**config.mk**
```make
export PLATFORM = sky130hd
export DESIGN_NAME = lcd_ctrl_flat
export DESIGN_NICKNAME = d
export VERILOG_FILES = /design/src/rtl/lcd_pkg.sv /design/src/rtl/lcd_ctrl_if.sv /design/src/rtl/lcd_init_rom.sv /design/src/rtl/lcd_ctrl.sv /design/src/flat_wrapper.sv
export SDC_FILE = /design/constraint.sdc
export NUM_CORES = 1
export LEC_CHECK = 0
export ABC_CLOCK_PERIOD_IN_PS = 5150
export BUFFER_PORTS_ARGS = -buffer_cell sky130_fd_sc_hd__buf_4
export CAP_MARGIN = 0
export CORE_ASPECT_RATIO = 0.6
export CORE_UTILIZATION = 45
export DETAILED_ROUTE_END_ITERATION = 8
export GPL_ROUTABILITY_DRIVEN = 0
export GPL_TIMING_DRIVEN = 0
export PLACE_DENSITY = 0.68
export SKIP_CTS_REPAIR_TIMING = 1
export SLEW_MARGIN = 15
export SYNTH_ARGS = -nofsm -noshare
export SYNTH_HDL_FRONTEND = slang
export SYNTH_SLANG_ARGS = --single-unit
```
**constraint.sdc**
```tcl
create_clock -name i_clk -period 5.15 [get_ports i_clk]
set_input_delay 1.03 -clock i_clk [delete_from_list [all_inputs] [get_ports i_clk]]
set_output_delay 1.03 -clock i_clk [all_outputs]
set_load 0.03 [all_outputs]
```
**src/rtl/lcd_pkg.sv**
```systemverilog
// Shared types and constants for the character LCD sequencer.
// Contents: FSM state enum, bit positions inside the packed 32-bit LCD word,
// HD44780 command bytes used by the init table, and the long-wait classifier.
package lcd_pkg;

  typedef enum logic [2:0] {
    S_PWRUP,
    S_IDLE,
    S_SETUP,
    S_EN,
    S_HOLD,
    S_WAIT
  } lcd_state_e;

  // Packed LCD word layout
  localparam int unsigned LCD_DATA_LSB = 0;
  localparam int unsigned LCD_RW_BIT   = 8;
  localparam int unsigned LCD_RS_BIT   = 9;
  localparam int unsigned LCD_EN_BIT   = 10;
  localparam int unsigned LCD_ON_BIT   = 31;

  // Commands used by the power-on init table
  localparam logic [7:0] FUNC_SET_8B2L = 8'h38;
  localparam logic [7:0] DISP_ON       = 8'h0C;
  localparam logic [7:0] CLEAR         = 8'h01;
  localparam logic [7:0] ENTRY_INC     = 8'h06;

  localparam int unsigned INIT_LEN = 6;

  // Clear (0x01) and return-home (0x02/0x03) need the long execution delay.
  function automatic logic is_long_cmd(input logic rs, input logic [7:0] data);
    return !rs && (data >= 8'h01) && (data <= 8'h03);
  endfunction

endpackage

```
**src/rtl/lcd_ctrl_if.sv**
```systemverilog
// Request handshake between a byte producer and the LCD sequencer.
// Signals: valid (request present), rs (0 = command, 1 = data), data (byte),
// ready (sequencer can accept this cycle).
// Modports: master drives the request, slave (the sequencer) drives ready.
interface lcd_ctrl_if;
  logic       valid;
  logic       rs;
  logic [7:0] data;
  logic       ready;

  modport master (output valid, output rs, output data, input ready);
  modport slave  (input valid, input rs, input data, output ready);
endinterface

```
**src/rtl/lcd_init_rom.sv**
```systemverilog
// Power-on initialisation table for the LCD, combinational lookup.
// Ports: idx_i - table index (0..INIT_LEN-1), byte_o - command byte
// (0 for out-of-range indices).
module lcd_init_rom
  import lcd_pkg::*;
(
  input  logic [2:0] idx_i,
  output logic [7:0] byte_o
);

  always_comb begin
    byte_o = 8'h00;
    case (idx_i)
      3'd0, 3'd1, 3'd2: byte_o = FUNC_SET_8B2L;
      3'd3:             byte_o = DISP_ON;
      3'd4:             byte_o = CLEAR;
      3'd5:             byte_o = ENTRY_INC;
      default:          byte_o = 8'h00;
    endcase
  end

endmodule

```
**src/rtl/lcd_ctrl.sv**
```systemverilog
// HD44780-style character LCD sequencer, clocked at 1 MHz (1 cycle = 1 us).
// Runs the power-on init sequence, then writes command/data bytes accepted on
// the request handshake, producing RS/RW/EN/DATA timing and execution delays.
// Ports:
//   i_clk       - 1 MHz clock
//   i_reset     - asynchronous active-low reset
//   req         - request handshake (valid/rs/data in, ready out)
//   o_init_done - init sequence completed (sticky until reset)
//   o_lcd       - packed LCD word: DATA[7:0], RW[8], RS[9], EN[10], ON[31]
module lcd_ctrl
  import lcd_pkg::*;
#(
  parameter int unsigned T_POWERUP   = 15000,
  parameter int unsigned T_SETUP     = 1,
  parameter int unsigned T_EN        = 1,
  parameter int unsigned T_HOLD      = 1,
  parameter int unsigned T_EXEC      = 40,
  parameter int unsigned T_EXEC_LONG = 1640
) (
  input  logic        i_clk,
  input  logic        i_reset,
  lcd_ctrl_if.slave   req,
  output logic        o_init_done,
  output logic [31:0] o_lcd
);

  localparam int unsigned CntMax0 = (T_POWERUP > T_EXEC_LONG) ? T_POWERUP : T_EXEC_LONG;
  localparam int unsigned CntMax  = (CntMax0 > T_EXEC) ? CntMax0 : T_EXEC;
  localparam int unsigned CntW    = $clog2(CntMax + 1);

  typedef logic [CntW-1:0] cnt_t;

  // Counter runs 0..N-1 in each state, so a state lasts exactly N cycles.
  localparam cnt_t PwrLast   = cnt_t'(T_POWERUP - 1);
  localparam cnt_t SetupLast = cnt_t'(T_SETUP - 1);
  localparam cnt_t EnLast    = cnt_t'(T_EN - 1);
  localparam cnt_t HoldLast  = cnt_t'(T_HOLD - 1);
  localparam cnt_t ExecLast  = cnt_t'(T_EXEC - 1);
  localparam cnt_t LongLast  = cnt_t'(T_EXEC_LONG - 1);

  lcd_state_e state_q, state_d;
  cnt_t       cnt_q, cnt_d;
  logic [2:0] idx_q, idx_d;
  logic       rs_q, rs_d;
  logic [7:0] data_q, data_d;
  logic       init_done_q, init_done_d;
  logic       ready_q, en_q, on_q;

  logic [2:0] rom_idx;
  logic [7:0] rom_byte;
  cnt_t       wait_last;

  // Entry 0 is loaded leaving power-up; afterwards the next entry is prefetched.
  assign rom_idx = (state_q == S_PWRUP) ? 3'd0 : idx_q + 3'd1;

  lcd_init_rom u_rom (
    .idx_i  (rom_idx),
    .byte_o (rom_byte)
  );

  assign wait_last = is_long_cmd(rs_q, data_q) ? LongLast : ExecLast;

  always_comb begin
    state_d     = state_q;
    cnt_d       = cnt_q + 1'b1;
    idx_d       = idx_q;
    rs_d        = rs_q;
    data_d      = data_q;
    init_done_d = init_done_q;
    unique case (state_q)
      S_PWRUP: begin
        if (cnt_q == PwrLast) begin
          state_d = S_SETUP;
          cnt_d   = '0;
          idx_d   = 3'd0;
          rs_d    = 1'b0;
          data_d  = rom_byte;
        end
      end
      S_IDLE: begin
        cnt_d = '0;
        if (req.valid && ready_q) begin
          state_d = S_SETUP;
          rs_d    = req.rs;
          data_d  = req.data;
        end
      end
      S_SETUP: begin
        if (cnt_q == SetupLast) begin
          state_d = S_EN;
          cnt_d   = '0;
        end
      end
      S_EN: begin
        if (cnt_q == EnLast) begin
          state_d = S_HOLD;
          cnt_d   = '0;
        end
      end
      S_HOLD: begin
        if (cnt_q == HoldLast) begin
          state_d = S_WAIT;
          cnt_d   = '0;
        end
      end
      S_WAIT: begin
        if (cnt_q == wait_last) begin
          cnt_d = '0;
          if (!init_done_q && (idx_q != 3'(INIT_LEN - 1))) begin
            state_d = S_SETUP;
            idx_d   = idx_q + 3'd1;
            rs_d    = 1'b0;
            data_d  = rom_byte;
          end else begin
            state_d     = S_IDLE;
            init_done_d = 1'b1;
          end
        end
      end
      default: begin
        state_d = S_PWRUP;
        cnt_d   = '0;
      end
    endcase
  end

  always_ff @(posedge i_clk or negedge i_reset) begin
    if (!i_reset) begin
      state_q     <= S_PWRUP;
      cnt_q       <= '0;
      idx_q       <= '0;
      rs_q        <= 1'b0;
      data_q      <= '0;
      init_done_q <= 1'b0;
      ready_q     <= 1'b0;
      en_q        <= 1'b0;
      on_q        <= 1'b0;
    end else begin
      state_q     <= state_d;
      cnt_q       <= cnt_d;
      idx_q       <= idx_d;
      rs_q        <= rs_d;
      data_q      <= data_d;
      init_done_q <= init_done_d;
      // Registered from next state so outputs line up with the state register.
      ready_q     <= (state_d == S_IDLE) && init_done_d;
      en_q        <= (state_d == S_EN);
      on_q        <= 1'b1;
    end
  end

  assign req.ready   = ready_q;
  assign o_init_done = init_done_q;

  always_comb begin
    o_lcd                         = '0;
    o_lcd[LCD_DATA_LSB +: 8]      = data_q;
    o_lcd[LCD_RW_BIT]             = 1'b0;
    o_lcd[LCD_RS_BIT]             = rs_q;
    o_lcd[LCD_EN_BIT]             = en_q;
    o_lcd[LCD_ON_BIT]             = on_q;
  end

endmodule
```
**src/flat_wrapper.sv**
```systemverilog
// flat-port wrapper written by rule: the top's interface ports become plain ports
module lcd_ctrl_flat import lcd_pkg::*;
#(
  parameter int unsigned T_POWERUP   = 15000,
  parameter int unsigned T_SETUP     = 1,
  parameter int unsigned T_EN        = 1,
  parameter int unsigned T_HOLD      = 1,
  parameter int unsigned T_EXEC      = 40,
  parameter int unsigned T_EXEC_LONG = 1640
)
  (i_clk, i_reset, o_init_done, o_lcd, req_valid, req_rs, req_data, req_ready);
  lcd_ctrl_if req_i ();
  input  logic i_clk;
  input  logic i_reset;
  output logic o_init_done;
  output logic [31:0] o_lcd;
  input wire logic [$bits(req_i.valid)-1:0] req_valid;
  input wire logic [$bits(req_i.rs)-1:0] req_rs;
  input wire logic [$bits(req_i.data)-1:0] req_data;
  output wire logic [$bits(req_i.ready)-1:0] req_ready;
  assign req_i.valid = req_valid;
  assign req_i.rs = req_rs;
  assign req_i.data = req_data;
  assign req_ready = req_i.ready;
  lcd_ctrl #(.T_POWERUP(T_POWERUP), .T_SETUP(T_SETUP), .T_EN(T_EN), .T_HOLD(T_HOLD), .T_EXEC(T_EXEC), .T_EXEC_LONG(T_EXEC_LONG)) u_core (.i_clk(i_clk), .i_reset(i_reset), .req(req_i), .o_init_done(o_init_done), .o_lcd(o_lcd));
endmodule
```
-- Yosys cells after proc, flatten, opt, wreduce, memory -nomap -nowiden
Cells that the tools add are included.
- input port bits: 12
- memory bits (read-only): 0
- memories kept: 0
- latch bits: 0
- RAM bits: 0
- word-level logic and storage cells: 80
- bits in registers: 33
- output and inout bits: 34
- divide/modulo/power cells: 0
- multiplexer cells: 32
- order comparisons: 2
- bitwise logic cells: 0
- reduce and logical (&&, ||, !) cells: 16
- shifts and indexed selects: 0
- add/sub/neg operators: 2
- multipliers: 0
- eq/ne operators: 19
- operator list (kind ; count):
    $mux W14 ; 3
    $pmux W14 S3 ; 1
    $mux W8 ; 4
    $mux W3 ; 10
    $pmux W6 S4 ; 1
    $pmux W8 S3 ; 1
    $pmux W3 S6 ; 1
    $eq A3 B2 Y1 const B ; 5
    $add A14 B1 Y14 const B ; 1
    $eq A14 B14 Y1 ; 1
    $eq A14 B14 Y1 const B ; 1
    $logic_not A14 Y1 ; 1
    $eq A3 B3 Y1 const B ; 4
    $mux W11 ; 1
    $eq A3 B1 Y1 const B ; 3
    $ge A8 B1 Y1 const B ; 1
    $le A8 B2 Y1 const B ; 1
    $mux W1 ; 7
    $logic_not A3 Y1 ; 2
    $ne A2 B1 Y1 const B ; 3
    $pmux W3 S2 ; 1
    $reduce_or A3 Y1 ; 2
    $logic_and A1 B1 Y1 ; 5
    $reduce_and A5 Y1 ; 1
    other kinds (9) ; 10

-- Logic depth before layout (Yosys ltp)
- depth after elaboration: 9
- mapped depth: 7
- gate-level depth less buffers: 7

-- Hierarchy
A second synthesis with hierarchy kept.
- cells, all modules: 223
- area total of the unflattened synthesis: 2089.5 um^2
- by module, submodules not included (module ; cells each ; seq. area each (um^2) ; area each (um^2) ; times used):
    lcd_ctrl ; 213 ; 825.8 ; 2026.9 ; 1
    lcd_init_rom ; 10 ; 0.0 ; 62.6 ; 1

-- Least setup slack after synthesis
Ideal clock, no wire load.
- path type: reg-to-reg
- start point: register u_core.data_q[6]
- end point: register u_core.data_q[0]
- clock period less this slack: 2033 ps
- data arrival time: 1908 ps
- buffers on the path: 0
- cell stages (with the launch flop): 6
- slack: 3117 ps
- data required time: 5025 ps
- setup time: 125 ps
- cells stage by stage: dfrtp_1 nor4_1 o211ai_1 mux2_4 o211ai_4 mux2_4
- word-level cells in the longest chain between the ends: 7
- elaborated cells on any way between the ends: 8
- those cells by class: order compare: 2; eq/ne: 2; mux: 1; reduce/logical: 3
- RTL lines (what ; RTL line ; text):
    start, declared ; lcd_ctrl.sv:45 ; logic [7:0] data_q, data_d;
    start signal, assigned ; lcd_ctrl.sv:143 ; data_q <= data_d;
    $ge A8 B1 Y1 ; lcd_pkg.sv:32 ; return !rs && (data >= 8'h01) && (data <= 8'h03);
    $logic_and A1 B1 Y1 ; lcd_pkg.sv:32 ;
    $logic_and A1 B1 Y1 * ; lcd_pkg.sv:32 ;
    $mux W11 * ; lcd_ctrl.sv:61 ; assign wait_last = is_long_cmd(rs_q, data_q) ? LongLast : ExecLast;
    $eq A14 B14 Y1 * ; lcd_ctrl.sv:107 ; if (cnt_q == wait_last) begin
    $ne A2 B1 Y1 (no line) * ; - ;
    $reduce_and A5 Y1 (no line) * ; - ;
Every way passes the cells marked *; elsewhere a longest branch is shown, timed or not.
A chain may end at the register's enable or synchronous reset.

-- Worst setup path in the final report
- start point: register u_core.data_q[3]
- end point: register u_core.data_q[0]
The elaborated chain is that of the path after synthesis.

==> metrics.md <==
| Metric | Value |
|---|---|
| Final antenna-violating net count | 0 |
| Power density over cell area | 301 nW/um^2 |
| Crit path required time | 5310 ps |
| Initial antenna violation count | 0 |
| Pre-CTS setup slack | 2820 ps |
| Final core utilization | 58.2% |
| Number of synthesized flops with an enable pin | 0 |
| Worst voltage drop across the vdd grid | 0.000246 V |
| Relative area change from synthesis to final layout | 20.5% |
| Minimum clock period after layout | 2350 ps |
| Sequential share of the synthesized area | 40.6% |
| Pin count of the biggest net entering global routing | 34 |
| Number of buffers added on ports | 24 |
| Total Negative Setup Slacks | 0 ps |
| Initial DRT Pass Iterations | 4 |
| Unrepaired setup endpoints after global routing | no |
| Final Slew Violations | 0 |
| Standard cell area after detailed placement | 2360 um^2 |
| DIE HEIGHT | 54.1 um |
| Most frequent cell after synthesis | sky130_fd_sc_hd__dfrtp_1 |
| Fraction of registers with async set/reset | 100% |
| Wire length per cell | 12.7 um |
| Final antenna diode count | 0 |
| Distinct cell type count of the synthesized netlist | 41 |
| Die footprint | 4800 um^2 |
| Number of buffers added by the clock tree synthesis step | 5 |
| DP Wirelength | 3.14 mm |
| Maximum net fanout on the critical path | 10 |
| Cell count after synthesis | 210 |
| Register bit count reported by yosys | 33 |
| Core area | 4210 um^2 |
| CTS Buffer Depth | 2 |
| Vias | 1541 |
| Multi-input combinational cell area | 1040 um^2 |
| Top achievable clock speed | 0.426 GHz |
| Final critical-path setup slack | 2800 ps |
| Largest cells by area after synthesis | sky130_fd_sc_hd__dfrtp_1 (41%), sky130_fd_sc_hd__buf_4 (8.9%), sky130_fd_sc_hd__nand2_1 (3.5%) |
| Warnings, synthesis | 0 |
| Switching power share of the total | 35.5% |
| Type of the worst min-delay path | reg -> reg |
| Max_slew headroom | 60.1% |
| Leakage Power | 1.14 nW |
| Most area-hungry cell type in the Yosys netlist | sky130_fd_sc_hd__dfrtp_1 |
| Filler Cells Inserted | 360 |
| CP Class | reg -> reg |
| Top Ports | 46 |
| Final setup skew | 4.57 ps |
| Clock tree from TritonCTS | built |
| Type of origin of the critical path | flop |
| Synth top area share | 40.6% |
| Sequential share of power | 41.5% |
| Final number of hold-violating endpoints | 0 |
| Final critical-path share of the clock period | 45.5% |
| Comb pwr share | 32.2% |
| Number of failing setup endpoints in the final timing report | 0 |
| Final Instance Area | 2450 um^2 |
| GR Overflow Total | 0 |
| Crit path capture type | flop |
| Syn Area/Cell | 9.68 um^2 |
| Row cnt | 18 |
| Clock-pin slew on the worst setup and hold paths | 70 ps |
| Clock sink count | 33 |
| Die span in x | 88.8 um |
| Actual slew at the worst max-slew pin | 593 ps |
| Reported net switching power | 0.261 mW |
| Leading post-synthesis cells by instance count | sky130_fd_sc_hd__dfrtp_1 (33), sky130_fd_sc_hd__buf_4 (24), sky130_fd_sc_hd__nand2_1 (19) |
| Area taken by flip-flops and latches | 826 um^2 |
| Reported max-cap violation count | 0 |
| Starting utilization of the core area | 48.3% |
| Clock tree root buffer cell | sky130_fd_sc_hd__clkbuf_8 |
| Iteration-0 DRC count of the detailed router | 106 |
| Ratio of routed vias to standard cells | 4.80 |
| Net count, final | 277 |
| Netlist area before placement | 2030 um^2 |
| Total detailed-routing wirelength | 4.08 mm |
| Wire length of the first global-routing pass | 6.57 mm |
| R2R Setup Slk | 2800 ps |
| Arrival time of the worst setup path | 2510 ps |
| Max H-tree Level | 2 |
| Vias in the first global route | 1299 |
| Clk network pwr share | 26.2% |
| Main synth FF type | sky130_fd_sc_hd__dfrtp_1 |
| Pint | 0.475 mW |
| Share of cells above drive strength 1 | 31.4% |
| Tot GR Track Use | 19.0% |
| Residual DRC | 0 |
| Run status | completed |
| Worst-skew pair later-pin latency | 280 ps |
cell type report:
type	count	area share, %
multi-input combinational	160	42.4
clock buffer	7	3.52
sequential	33	33.7
tap	60	3.06
buffer	26	8.27
inverter	11	1.69
timing repair buffer	24	7.35
registers in the layout (all words and copies together) (netlist names):
register	cells
u_core.cnt_q	14
u_core.data_q	8
u_core.rs_q	1
u_core.o_init_done	1
u_core.en_q	1
u_core.state_q	3
u_core.on_q	1
u_core.idx_q	3
u_core.req.ready	1
path summary, 6_finish.rpt:
kind / cells past startpoint / start / endpoint
setup / recovery: 5 / u_core.data_q[3] / u_core.data_q[0]
hold / removal: 1 / u_core.cnt_q[0] / u_core.cnt_q[0]
setup reg to reg: 5 / u_core.data_q[3] / u_core.data_q[0]
hold reg to reg: 1 / u_core.cnt_q[0] / u_core.cnt_q[0]
max in group asynchronous: 1 / i_reset / u_core.state_q[2]
min in group asynchronous: 1 / i_reset / u_core.cnt_q[0]
critical path, stage by stage (launching register included):
cell and delay [ps]:
sky130_fd_sc_hd__dfrtp_1 410, sky130_fd_sc_hd__nor4_1 470, sky130_fd_sc_hd__o211ai_1 230, sky130_fd_sc_hd__mux2_4 410, sky130_fd_sc_hd__o211ai_4 380, sky130_fd_sc_hd__mux2_4 330
through the flow:
stage / hold WS (ps) / std cells / total power, mW
finish: 500 / 321 / 0.737
floorplan: 460 / 230 / 0.490
global placement: 486 / 314 / 0.544
global route: 511 / 321 / 0.789
CTS: 504 / 321 / 0.744
detailed placement: 493 / 314 / 0.548
cell families after synthesis:
group / Yosys count / synth area share [%]
flops: 33 / 40.6
fa+ha+maj: 4 / 2.46
other cells: 2 / 0.369
simple gates: 86 / 24.0
buf+inv: 37 / 12.0
compound gates: 26 / 9.66
mux: 7 / 4.43
xor+xnor: 15 / 6.46
cell usage in the layout, fill, tap and decap left out, types with 8 or more instances in the layout:
cell type	synthesis	final
sky130_fd_sc_hd__o21ai_0	11	11
sky130_fd_sc_hd__nand4_1	8	8
sky130_fd_sc_hd__buf_4	24	48
sky130_fd_sc_hd__inv_1	11	11
sky130_fd_sc_hd__dfrtp_1	33	33
sky130_fd_sc_hd__nor2_2	10	10
sky130_fd_sc_hd__nand2_1	19	19
sky130_fd_sc_hd__conb_1	2	22
sky130_fd_sc_hd__nor2_1	16	16
sky130_fd_sc_hd__xor2_1	8	8
power by group through the flow:
stage,combinational (mW),clock (mW),sequential [mW]
3_5_place_dp,0.238,0,0.310
2_1_floorplan,0.182,0,0.308
5_1_grt,0.268,0.213,0.308
3_3_place_gp,0.235,0,0.309
6_report,0.237,0.193,0.306
4_1_cts,0.239,0.199,0.306
per-layer routing:
metal	wire length [um]	vias up	GRT usage, %	share of wire (%)
met4	4	0	3.49	0.098
met1	2290	712	31.9	56
met2	1530	49	22.6	37
met5	0	-	0	0
met3	254	2	5.21	6.2
li1	-	778	-	-
Power figures use the tool's default switching activity.
